===== src/rtl/div_request_adapter_if.sv =====
// Handshake bundle between the execute stage, div_request_adapter and the divider core.
// Valid/ready: a word moves on a rising clock edge where valid and ready are both high;
// the sender holds valid and its payload steady until then, and ready never waits on valid.
interface div_request_adapter_if #(
    parameter int DATA_WIDTH = 32,
    parameter int TAG_WIDTH  = 5
);
    logic                  op_valid;
    logic                  op_ready;
    logic [1:0]            op_code;
    logic [DATA_WIDTH-1:0] op_a;
    logic [DATA_WIDTH-1:0] op_b;
    logic [TAG_WIDTH-1:0]  op_tag;
    logic                  res_valid;
    logic                  res_ready;
    logic [DATA_WIDTH-1:0] res_data;
    logic [TAG_WIDTH-1:0]  res_tag;
    logic                  div_start;
    logic [DATA_WIDTH-1:0] div_numerator;
    logic [DATA_WIDTH-1:0] div_denominator;
    logic [DATA_WIDTH-1:0] div_quotient;
    logic [DATA_WIDTH-1:0] div_remainder;
    logic                  div_valid;
    logic                  div_ready_o;
    logic                  div_ready_i;

    // slave is the adapter; master is the execute stage together with the divider core.
    modport slave (
        input  op_valid, op_code, op_a, op_b, op_tag, res_ready,
               div_quotient, div_remainder, div_valid, div_ready_o,
        output op_ready, res_valid, res_data, res_tag,
               div_start, div_numerator, div_denominator, div_ready_i
    );

    modport master (
        output op_valid, op_code, op_a, op_b, op_tag, res_ready,
               div_quotient, div_remainder, div_valid, div_ready_o,
        input  op_ready, res_valid, res_data, res_tag,
               div_start, div_numerator, div_denominator, div_ready_i
    );
endinterface


===== src/rtl/div_request_adapter.sv =====
// RISC-V DIV/DIVU/REM/REMU front end for an unsigned iterative divider: operand magnitudes in,
// sign-corrected quotient or remainder out, divide-by-zero and signed overflow answered locally.
module div_request_adapter #(
    parameter int DATA_WIDTH = 32,
    parameter int TAG_WIDTH  = 5
) (
    input  logic                 clock,
    input  logic                 reset,
    div_request_adapter_if.slave bus,
    output logic [1:0]           o_state
);
    typedef enum logic [1:0] {
        S_IDLE  = 2'd0,
        S_ISSUE = 2'd1,
        S_WAIT  = 2'd2,
        S_DONE  = 2'd3
    } state_t;

    localparam logic [DATA_WIDTH-1:0] MIN_VAL  = {1'b1, {(DATA_WIDTH-1){1'b0}}};
    localparam logic [DATA_WIDTH-1:0] ALL_ONES = {DATA_WIDTH{1'b1}};

    state_t                r_state;
    logic                  r_op_ready;
    logic                  r_is_rem;
    logic                  r_sa;
    logic                  r_sb;
    logic [DATA_WIDTH-1:0] r_num;
    logic [DATA_WIDTH-1:0] r_den;
    logic [DATA_WIDTH-1:0] r_res_data;
    logic [TAG_WIDTH-1:0]  r_res_tag;

    logic                  w_signed;
    logic                  w_sa;
    logic                  w_sb;
    logic [DATA_WIDTH-1:0] w_mag_a;
    logic [DATA_WIDTH-1:0] w_mag_b;
    logic                  w_accept;
    logic                  w_div_zero;
    logic                  w_overflow;
    logic [DATA_WIDTH-1:0] w_fast_res;
    logic [DATA_WIDTH-1:0] w_q;
    logic [DATA_WIDTH-1:0] w_r;

    assign w_signed   = ~bus.op_code[0];
    assign w_sa       = bus.op_a[DATA_WIDTH-1] & w_signed;
    assign w_sb       = bus.op_b[DATA_WIDTH-1] & w_signed;
    // MIN negates to itself, which is already the right unsigned magnitude.
    assign w_mag_a    = w_sa ? -bus.op_a : bus.op_a;
    assign w_mag_b    = w_sb ? -bus.op_b : bus.op_b;
    assign w_accept   = bus.op_valid & r_op_ready;
    assign w_div_zero = (bus.op_b == '0);
    assign w_overflow = w_signed & (bus.op_a == MIN_VAL) & (bus.op_b == ALL_ONES);

    always_comb begin
        w_fast_res = '0;
        if (w_div_zero) begin
            w_fast_res = bus.op_code[1] ? bus.op_a : ALL_ONES;
        end else begin
            w_fast_res = bus.op_code[1] ? '0 : MIN_VAL;
        end
    end

    // Quotient is negative when exactly one operand was; remainder follows the dividend.
    assign w_q = (r_sa ^ r_sb) ? -bus.div_quotient : bus.div_quotient;
    assign w_r = r_sa ? -bus.div_remainder : bus.div_remainder;

    always_ff @(posedge clock or negedge reset) begin
        if (!reset) begin
            r_state    <= S_IDLE;
            r_op_ready <= 1'b0;
            r_is_rem   <= 1'b0;
            r_sa       <= 1'b0;
            r_sb       <= 1'b0;
            r_num      <= '0;
            r_den      <= '0;
            r_res_data <= '0;
            r_res_tag  <= '0;
        end else begin
            case (r_state)
                S_IDLE: begin
                    if (w_accept) begin
                        r_op_ready <= 1'b0;
                        r_is_rem   <= bus.op_code[1];
                        r_sa       <= w_sa;
                        r_sb       <= w_sb;
                        r_num      <= w_mag_a;
                        r_den      <= w_mag_b;
                        r_res_tag  <= bus.op_tag;
                        if (w_div_zero || w_overflow) begin
                            r_res_data <= w_fast_res;
                            r_state    <= S_DONE;
                        end else begin
                            r_state <= S_ISSUE;
                        end
                    end else begin
                        r_op_ready <= 1'b1;
                    end
                end
                S_ISSUE: begin
                    if (bus.div_ready_o) begin
                        r_state <= S_WAIT;
                    end
                end
                S_WAIT: begin
                    if (bus.div_valid) begin
                        r_res_data <= r_is_rem ? w_r : w_q;
                        r_state    <= S_DONE;
                    end
                end
                S_DONE: begin
                    if (bus.res_ready) begin
                        r_op_ready <= 1'b1;
                        r_state    <= S_IDLE;
                    end
                end
                default: r_state <= S_IDLE;
            endcase
        end
    end

    assign bus.op_ready        = r_op_ready;
    assign bus.res_valid       = (r_state == S_DONE);
    assign bus.res_data        = r_res_data;
    assign bus.res_tag         = r_res_tag;
    assign bus.div_start       = (r_state == S_ISSUE) & bus.div_ready_o;
    assign bus.div_numerator   = r_num;
    assign bus.div_denominator = r_den;
    assign bus.div_ready_i     = (r_state == S_WAIT);
    assign o_state             = r_state;
endmodule

===== src/flat_wrapper.sv =====
// flat-port wrapper written by rule: the top's interface ports become plain ports
module div_request_adapter_flat 
#(
    parameter int DATA_WIDTH = 32,
    parameter int TAG_WIDTH  = 5
)
  (clock, reset, o_state, bus_op_valid, bus_op_code, bus_op_a, bus_op_b, bus_op_tag, bus_res_ready, bus_div_quotient, bus_div_remainder, bus_div_valid, bus_div_ready_o, bus_op_ready, bus_res_valid, bus_res_data, bus_res_tag, bus_div_start, bus_div_numerator, bus_div_denominator, bus_div_ready_i);
  div_request_adapter_if #(.DATA_WIDTH(DATA_WIDTH), .TAG_WIDTH(TAG_WIDTH)) bus_i ();
  input  logic clock;
  input  logic reset;
  output logic [1:0] o_state;
  input wire logic [$bits(bus_i.op_valid)-1:0] bus_op_valid;
  input wire logic [$bits(bus_i.op_code)-1:0] bus_op_code;
  input wire logic [$bits(bus_i.op_a)-1:0] bus_op_a;
  input wire logic [$bits(bus_i.op_b)-1:0] bus_op_b;
  input wire logic [$bits(bus_i.op_tag)-1:0] bus_op_tag;
  input wire logic [$bits(bus_i.res_ready)-1:0] bus_res_ready;
  input wire logic [$bits(bus_i.div_quotient)-1:0] bus_div_quotient;
  input wire logic [$bits(bus_i.div_remainder)-1:0] bus_div_remainder;
  input wire logic [$bits(bus_i.div_valid)-1:0] bus_div_valid;
  input wire logic [$bits(bus_i.div_ready_o)-1:0] bus_div_ready_o;
  output wire logic [$bits(bus_i.op_ready)-1:0] bus_op_ready;
  output wire logic [$bits(bus_i.res_valid)-1:0] bus_res_valid;
  output wire logic [$bits(bus_i.res_data)-1:0] bus_res_data;
  output wire logic [$bits(bus_i.res_tag)-1:0] bus_res_tag;
  output wire logic [$bits(bus_i.div_start)-1:0] bus_div_start;
  output wire logic [$bits(bus_i.div_numerator)-1:0] bus_div_numerator;
  output wire logic [$bits(bus_i.div_denominator)-1:0] bus_div_denominator;
  output wire logic [$bits(bus_i.div_ready_i)-1:0] bus_div_ready_i;
  assign bus_i.op_valid = bus_op_valid;
  assign bus_i.op_code = bus_op_code;
  assign bus_i.op_a = bus_op_a;
  assign bus_i.op_b = bus_op_b;
  assign bus_i.op_tag = bus_op_tag;
  assign bus_i.res_ready = bus_res_ready;
  assign bus_i.div_quotient = bus_div_quotient;
  assign bus_i.div_remainder = bus_div_remainder;
  assign bus_i.div_valid = bus_div_valid;
  assign bus_i.div_ready_o = bus_div_ready_o;
  assign bus_op_ready = bus_i.op_ready;
  assign bus_res_valid = bus_i.res_valid;
  assign bus_res_data = bus_i.res_data;
  assign bus_res_tag = bus_i.res_tag;
  assign bus_div_start = bus_i.div_start;
  assign bus_div_numerator = bus_i.div_numerator;
  assign bus_div_denominator = bus_i.div_denominator;
  assign bus_div_ready_i = bus_i.div_ready_i;
  div_request_adapter #(.DATA_WIDTH(DATA_WIDTH), .TAG_WIDTH(TAG_WIDTH)) u_core (.clock(clock), .reset(reset), .bus(bus_i), .o_state(o_state));
endmodule

===== config.mk =====
export PLATFORM = sky130hd
export DESIGN_NAME = div_request_adapter_flat
export DESIGN_NICKNAME = d
export VERILOG_FILES = /design/src/rtl/div_request_adapter_if.sv /design/src/rtl/div_request_adapter.sv /design/src/flat_wrapper.sv
export SDC_FILE = /design/constraint.sdc
export NUM_CORES = 1
export LEC_CHECK = 0
export BUFFER_PORTS_ARGS = -buffer_cell sky130_fd_sc_hd__buf_2
export CAP_MARGIN = 20
export CORE_ASPECT_RATIO = 0.7
export CORE_MARGIN = 5
export CORE_UTILIZATION = 45
export CTS_CLUSTER_DIAMETER = 100
export DETAILED_ROUTE_END_ITERATION = 10
export PLACE_DENSITY = 0.78
export REMOVE_ABC_BUFFERS = 1
export SYNTH_ARGS = -nofsm -noshare
export SYNTH_HDL_FRONTEND = slang
export SYNTH_SLANG_ARGS = --single-unit

===== constraint.sdc =====
create_clock -name clock -period 4.1 [get_ports clock]
set_input_delay 0 -clock clock [delete_from_list [all_inputs] [get_ports clock]]
set_output_delay 0 -clock clock [all_outputs]
set_load 0.005 [all_outputs]

==> results.toml, run 1 <==
[global_routing]
grt_antenna_before_repair = 1
grt_max_degree = 137
grtUsageTotal_pct = 26.4
grt_use_met1_pct = 39.3
gr-total-overflow = 0
first_global_vias = 7832
grt_busiest_layer = "met1"
met2_usage_pct = 38.7
grt_pass1_wl_um = 42900
use_met3_pct = 6.39

[finish]
multi_input_area_mm2 = 0.00479
nets = 1326
drive_above_1_share_pct = 27.4
mostFrequentLayoutCell = "buf_2"
fillers = 1568
final_cell_mix = "buf_2, o21ai_0, nand2_1"
seqCellArea_mm2 = 0.00268
final_util_pct = 57.7
n_antenna_cell = 0
area_delta_synth_final_pct = 26.7

[worst_setup_path]
cp_max_fo = 7
required_ns = 4.35
worstSetupPathType = "input pin to flip-flop"
arrival_ns = 3.12
startpoint_type = "input pin"
r2r_slack_ns = 1.27
crit_path_end_kind = "flip-flop"

[placed_design]
dp_hpwl_um = 21000
place_congestion = 0.916
post-place-ws_ns = 1.14
io_buffers = 247

[sta]
final-hold-violation-count = 0
relSlewSlack_pct = 33.2
setup_violations = 0
setup_ws_ns = 1.24
hold_slack_ns = 0.0114
fin_setup_tns_ns = 0
slew_violations = 0
worst_pin_slew_ns = 0.993
max_freq_ghz = 0.350
fin_skew_ns = 0.00882
fin_crit_ns = 2.86
period_share_pct = 69.8
grt_setup_unrepaired = "false"

[yosys]
synth_top_area_cell = "dfrtp_1"
async_reset_ff_share_pct = 100
ys_ff_latch = 107
syn_area_per_cell_um2 = 8.38
synthFlopType = "dfrtp_1"
yosys_warnings = 0
synth_edf_count = 0
synthDistinctLibCells = 65
synth_cells = 928
synth.top_cells.by_area = "dfrtp_1, o21ai_0, xor2_1"
syn_area_mm2 = 0.00777
synth_top_area_share_pct = 34.4
ys_seq_area_share_pct = 34.4

[power]
vdd_drop_max_uv = 383
net-switching-power_w = 0.00242
seqPwrFrac_pct = 31.8
switching_share_pct = 42.4
p_leak_nw = 4.37
combinationalPowerShare_pct = 51.8
p_clk_share_pct = 16.3
finalPower_w = 0.00571
p_int_w = 0.00329
p_per_area_mw_per_mm2 = 580

[clock_network]
cts.sinks = 107
h-tree-depth = 3
cts_setup_buffers = 0
clock_path_buffers = 2
clockRootBuffer = "clkbuf_16"
worstSkewPairLatency_ns = 0.36
cts_inserted_buffers = 9
path_clk_slew_ns = 0.08
cts_tree = "yes"

[routing]
drt-total-wl_um = 27400
via_count = 8306
firstDrtPassIters = 5
ant_nets = 0
drc = 0
routedWlPerCell_um = 19.4
drt_iter0_markers = 892
routed_via_density = 5.88

[die]
start_util_pct = 45.5
fp-row-count = 40
fp.dieW_um = 167
core_mm2 = 0.0171
ioPinCount = 248
dieArea_mm2 = 0.0200
die-height_um = 120

[hold_path]
hp-class = "input pin to flip-flop"

[status]
status = "completed"

[run]
cap_viol_max_count = 0
worst max-delay path, stage by stage:
cell and delay [ns]:
dlygate4sd3_1 0.56, buf_2 0.16, or4_4 0.58, nor4_4 0.40, and4_1 0.47, nor2_1 0.23
or3_1 0.43, o32ai_1 0.27
cell type report:
class                           instances  share of cell area [%]
Timing Repair Buffer                  297                    17.3
Sequential cell                       107                    27.2
Clock inverter                          7                   0.851
Inverter                               20                   0.762
Tap cell                              231                    2.93
Clock buffer                            9                    2.29
Multi-Input combinational cell        741                    48.7
final timing paths:
path	start	end	cells past startpoint
setup / recovery	bus_op_b[12]	u_core.bus.res_data[30]	8
hold / removal	bus_op_a[5]	u_core.bus.div_numerator[5]	3
setup reg to reg	u_core.o_state[0]	u_core.bus.res_data[5]	9
hold reg to reg	u_core.bus.div_numerator[29]	u_core.bus.div_numerator[29]	2
max in group asynchronous	reset	u_core.bus.div_numerator[31]	3
min in group asynchronous	reset	u_core.bus.div_denominator[17]	2
layer usage:
metal  vias to the layer above  wire length [um]
li1                       3912                 -
met4                         2               519
met5                         -                13
met3                        46              2570
met1                      3935             12500
met2                       411             11800
synth_stat cells, types with 13 or more instances:
master	number
nand2_1	114
inv_1	20
mux2_2	16
o31ai_1	27
nor2_1	53
nand4_1	16
nor4_1	23
or3_1	17
o211ai_1	17
o41ai_1	16
nor3_1	13
dfrtp_1	107
a21oi_1	33
xnor2_1	43
o21ai_0	123
xor2_1	65
a31oi_1	17
or4_1	13
clkbuf_1	46
flip-flops by register name, indices dropped and copies added (netlist names):
| register | cells |
|---|---|
| u_core.bus.div_denominator | 32 |
| u_core.bus.div_numerator | 32 |
| u_core.bus.op_ready | 1 |
| u_core.bus.res_data | 32 |
| u_core.bus.res_tag | 5 |
| u_core.o_state | 2 |
| u_core.r_is_rem | 1 |
| u_core.r_sa | 1 |
| u_core.r_sb | 1 |
what timing repair did:
action / in CTS / in global routing
hold buffers: 29 / 1
hold endpoints to repair: 99 / 1
resized for setup: 0 / 0
power groups by stage:
stage | combinational, W | sequential (W) | clock, W
finish | 0.00296 | 0.00182 | 0.000933
global route | 0.00328 | 0.00188 | 0.000982
CTS | 0.00292 | 0.00181 | 0.000948
detailed placement | 0.00288 | 0.00183 | 0
global placement | 0.00282 | 0.00182 | 0
floorplan | 0.00162 | 0.00186 | 0
stage by stage:
step           instances  cell area (um2)
6_report            1412             9850
5_1_grt             1412             9850
4_1_cts             1407             9790
3_5_place_dp        1362             9190
3_3_place_gp        1362             9190
2_1_floorplan        868             7520
kinds of logic after synthesis:
kind of cell / count (synthesis) / share of synthesized area (%)
xor gates and xnor gates: 108 / 12.2
muxes: 25 / 3.54
DFF: 107 / 34.4
and+or+nand+nor: 312 / 20.4
adders and majority gates: 9 / 1.45
AOI/OAI and AO/OA: 287 / 23.8
buffers and inverters: 80 / 4.17
Power figures use the tool's default switching activity.
==> run 2, diff against run 1 <==
Settings changed: PLACE_DENSITY 0.78 to 0.81.
Clock period 4.1 ns to 2.5 ns, I/O delays scaled along.
==> results.toml, run 2 (synthesis results as in run 1) <==
[status]
status = "completed"

[routing]
drt_iter0_markers = 750
drc = 0
via_count = 8535
routedWlPerCell_um = 19.7
ant_nets = 0
drt-total-wl_um = 28400
routed_via_density = 5.91
firstDrtPassIters = 5

[sta]
fin_skew_ns = 0.00449
fin_crit_ns = 2.42
final-hold-violation-count = 0
setup_violations = 0
slew_violations = 0
hold_slack_ns = 0.0135
setup_ws_ns = 0.0823
period_share_pct = 96.7
relSlewSlack_pct = 41.5
max_freq_ghz = 0.414
worst_pin_slew_ns = 0.871

[die]
start_util_pct = 45.5
dieArea_mm2 = 0.0200
core_mm2 = 0.0171
fp-row-count = 40
ioPinCount = 248
fp.dieW_um = 167
die-height_um = 120

[finish]
area_delta_synth_final_pct = 30.8
mostFrequentLayoutCell = "buf_2"
final_cell_mix = "buf_2, o21ai_0, nand2_1"
stdcell_count = 1444
drive_above_1_share_pct = 30.3
fillers = 1563
nets = 1356

[power]
p_int_w = 0.00550
combinationalPowerShare_pct = 54.1
p_clk_share_pct = 15.3
seqPwrFrac_pct = 30.7
p_leak_nw = 4.57
vdd_drop_max_uv = 521
switching_share_pct = 42.8
net-switching-power_w = 0.00412
p_per_area_mw_per_mm2 = 946

[worst_setup_path]
worstSetupPathType = "input pin to flip-flop"
required_ns = 2.80
arrival_ns = 2.72
crit_path_end_kind = "flip-flop"
cp_max_fo = 8
startpoint_type = "input pin"

[global_routing]
grt_pass1_wl_um = 43800
grt_use_met1_pct = 39.7
first_global_vias = 8010
met2_usage_pct = 40.0
use_met3_pct = 6.16
grtUsageTotal_pct = 27.0
gr-total-overflow = 0
grt_max_degree = 111
grt_antenna_before_repair = 5
grt_busiest_layer = "met2"

[clock_network]
h-tree-depth = 3
cts.sinks = 107
cts_inserted_buffers = 9
path_clk_slew_ns = 0.08
worstSkewPairLatency_ns = 0.35
clockRootBuffer = "clkbuf_16"
clock_path_buffers = 2
cts_tree = "yes"

[placed_design]
io_buffers = 247
dp_hpwl_um = 21600
dp.cells = 1394
place_congestion = 0.940
post-place-ws_ns = 0.0365

[hold_path]
hp-class = "input pin to flip-flop"

[run]
cap_viol_max_count = 0
run 2: metal layers:
metal / vias to the layer above / part of all wire [%]
met2: 468 / 43
met4: 6 / 1.9
met1: 4035 / 45
li1: 3982 / -
met5: - / 0.092
met3: 44 / 9.8
run 2: power by group through the flow:
stage          sequential, W  clock [W]  combinational (W)
4_1_cts              0.00294    0.00150            0.00503
6_report             0.00295    0.00147            0.00520
2_1_floorplan        0.00305          0            0.00266
5_1_grt              0.00303    0.00155            0.00571
3_5_place_dp         0.00297          0            0.00497
3_3_place_gp         0.00295          0            0.00486
run 2: critical path: stages:
cell	delay (ns)
dlygate4sd3_1	0.55
buf_2	0.16
or4_4	0.59
nor4_4	0.33
nor4bb_4	0.25
buf_4	0.18
clkdlybuf4s15_2	0.29
o21ai_0	0.11
o21ai_0	0.09
mux2_2	0.16
run 2: stage by stage:
stage | power (W) | cell area, um2 | utilization [%] | TNS (ns)
4_1_cts | 0.00947 | 10000 | 58.7 | 0
2_1_floorplan | 0.00571 | 7520 | - | -96.27
3_5_place_dp | 0.00794 | 9470 | 55.5 | 0
5_1_grt | 0.0103 | 10200 | 59.6 | -0.144
6_report | 0.00962 | 10200 | 59.6 | 0
3_3_place_gp | 0.00781 | 9470 | 55.5 | 0
run 2: cell type report:
cell class	instances	area (um2)	share of cell area (%)
flip-flops and latches	107	2680	26.3
diodes	2	5.00	0.0492
inverters	20	75.1	0.738
clock buffers	9	225	2.21
clock inverters	7	78.8	0.775
repair buffers	327	1970	19.4
well taps	231	289	2.84
multi-input cells	741	4850	47.7
run 2: timing repair:
| action | CTS | global route |
|---|---|---|
| buffers inserted | 0 | 5 |
| hold buffers | 25 | 0 |
| resized for setup | 0 | 13 |
| setup endpoints to repair | 0 | 22 |
| endpoints found under the hold margin | 130 | 0 |
run 2: path summary, 6_finish.rpt:
path | slack, ns | startpoint | depth (start not counted) | to
min reg2reg | 0.48 | u_core.bus.res_tag[4] | 2 | u_core.bus.res_tag[4]
max | 0.08 | bus_op_b[12] | 10 | u_core.bus.res_data[3]
max in group asynchronous | 1.72 | reset | 3 | u_core.bus.div_denominator[0]
min | 0.01 | bus_op_a[23] | 3 | u_core.bus.div_numerator[23]
min in group asynchronous | 0.08 | reset | 2 | u_core.bus.res_data[22]
max reg2reg | 0.12 | u_core.o_state[0] | 9 | u_core.bus.res_data[3]
==> run 3, diff against run 2 <==
Settings changed: SETUP_SLACK_MARGIN set to 0.2.
==> results.toml, run 3 (synthesis results as in run 1) <==
[worst_setup_path]
arrival_ns = 2.51
cp_max_fo = 15
crit_path_end_kind = "flip-flop"
startpoint_type = "input pin"
worstSetupPathType = "input pin to flip-flop"
crit_start = "bus_op_a[3]"
required_ns = 2.74
r2r-start = "u_core.o_state[0]"

[routing]
drc = 0
drt_iter0_markers = 769
routedWlPerCell_um = 19.8
firstDrtPassIters = 5
routed_via_density = 5.97
drt-total-wl_um = 28500
via_count = 8615
ant_nets = 0

[clock_network]
cts_tree = "yes"
worstSkewPairLatency_ns = 0.36
clock_path_buffers = 2
path_clk_slew_ns = 0.08
clockRootBuffer = "clkbuf_16"
cts_inserted_buffers = 9
h-tree-depth = 3
cts.sinks = 107

[sta]
relSlewSlack_pct = 36.3
setup_violations = 0
slew_violations = 0
fin_crit_ns = 2.27
grt_setup_unrepaired = "false"
final-hold-violation-count = 0
period_share_pct = 90.8
max_freq_ghz = 0.441
fin_skew_ns = 0.00729
worst_pin_slew_ns = 0.955

[finish]
final_util_pct = 59.6
multi_input_area_mm2 = 0.00486
mostFrequentLayoutCell = "buf_2"
final_cell_mix = "buf_2, o21ai_0, nand2_1"
drive_above_1_share_pct = 30.4
nets = 1354
fillers = 1558
final_area_mm2 = 0.0102
seqCellArea_mm2 = 0.00268
area_delta_synth_final_pct = 30.9

[placed_design]
placed_area_mm2 = 0.00947
io_buffers = 247
dp_hpwl_um = 21600
place_congestion = 0.940

[global_routing]
first_global_vias = 8089
grt_antenna_before_repair = 5
grt_max_degree = 111
grt_pass1_wl_um = 44300
gr-total-overflow = 0
grtUsageTotal_pct = 27.3

[power]
p_per_area_mw_per_mm2 = 951
p_leak_nw = 4.56
vdd_drop_max_uv = 552

[die]
dieArea_mm2 = 0.0200
start_util_pct = 45.5
ioPinCount = 248
fp.dieW_um = 167
fp-row-count = 40
die-height_um = 120
core_mm2 = 0.0171

[run]
cap_viol_max_count = 0

[status]
status = "completed"

[hold_path]
hp-class = "input pin to flip-flop"
min_from = "bus_op_a[23]"
[run 3: final timing paths]
path,endpoint,slack [ns],cells past startpoint
hold / removal,u_core.bus.div_numerator[23],0.005,3
hold reg to reg,u_core.bus.res_tag[4],0.48,2
max in group asynchronous,u_core.bus.div_denominator[0],1.71,3
setup reg to reg,u_core.bus.res_data[9],0.27,9
min in group asynchronous,u_core.bus.res_data[22],0.07,2
setup / recovery,u_core.bus.res_data[5],0.23,9
[run 3: through the flow]
step           worst slack (ns)  cells  setup TNS (ns)  hold WS, ns  total power, W
2_1_floorplan             -1.28    868          -96.27       -0.296         0.00571
3_3_place_gp             0.0697   1394               0       -0.102         0.00781
3_5_place_dp             0.0365   1394               0      -0.0993         0.00794
4_1_cts                   0.209   1436               0      0.00171         0.00959
5_1_grt                   0.150   1442               0       0.0199          0.0103
6_report                  0.230   1442               0      0.00529         0.00968
[run 3: area by class of cell]
| cell class | instances | share of cell area [%] |
|---|---|---|
| Clock inverter | 7 | 0.775 |
| Timing Repair Buffer | 325 | 19.3 |
| Clock buffer | 9 | 2.21 |
| Sequential cell | 107 | 26.3 |
| Antenna cell | 2 | 0.0492 |
| Inverter | 20 | 0.738 |
| Tap cell | 231 | 2.84 |
| Multi-Input combinational cell | 741 | 47.8 |
[run 3: what timing repair did]
| item | in CTS | in global routing |
|---|---|---|
| hold buffers | 25 | 0 |
| endpoints found under the hold margin | 130 | 0 |
| gates resized for setup | 2 | 20 |
| pin swaps | 0 | 1 |
| gates cloned | 1 | 1 |
| buffers inserted | 0 | 3 |
| endpoints found under the setup margin | 16 | 34 |
[run 3: worst max-delay path: stages]
cell and delay, ns:
dlygate4sd3_1 0.53, buf_2 0.15, nor3b_1 0.35, and4_2 0.35, nand2_1 0.13, o211a_1 0.30, nor2_4 0.16, buf_12 0.19
mux2_2 0.35
[run 3: power by group]
| group | total [W] | internal [W] | switching [W] | leakage (nW) |
|---|---|---|---|---|
| Combinational | 0.00524 | 0.00234 | 0.00290 | 3.06 |
| Sequential | 0.00296 | 0.00249 | 0.000469 | 1.36 |
| Clock | 0.00148 | 0.000717 | 0.000759 | 0.149 |
[run 3: layer usage]
metal / track usage, % / up-vias / wire length (um)
met1: 39.9 / 4085 / 12600
li1: - / 3974 / -
met2: 40.4 / 484 / 12200
met5: 0 / - / 26
met4: 7.26 / 6 / 714
met3: 6.39 / 66 / 2910
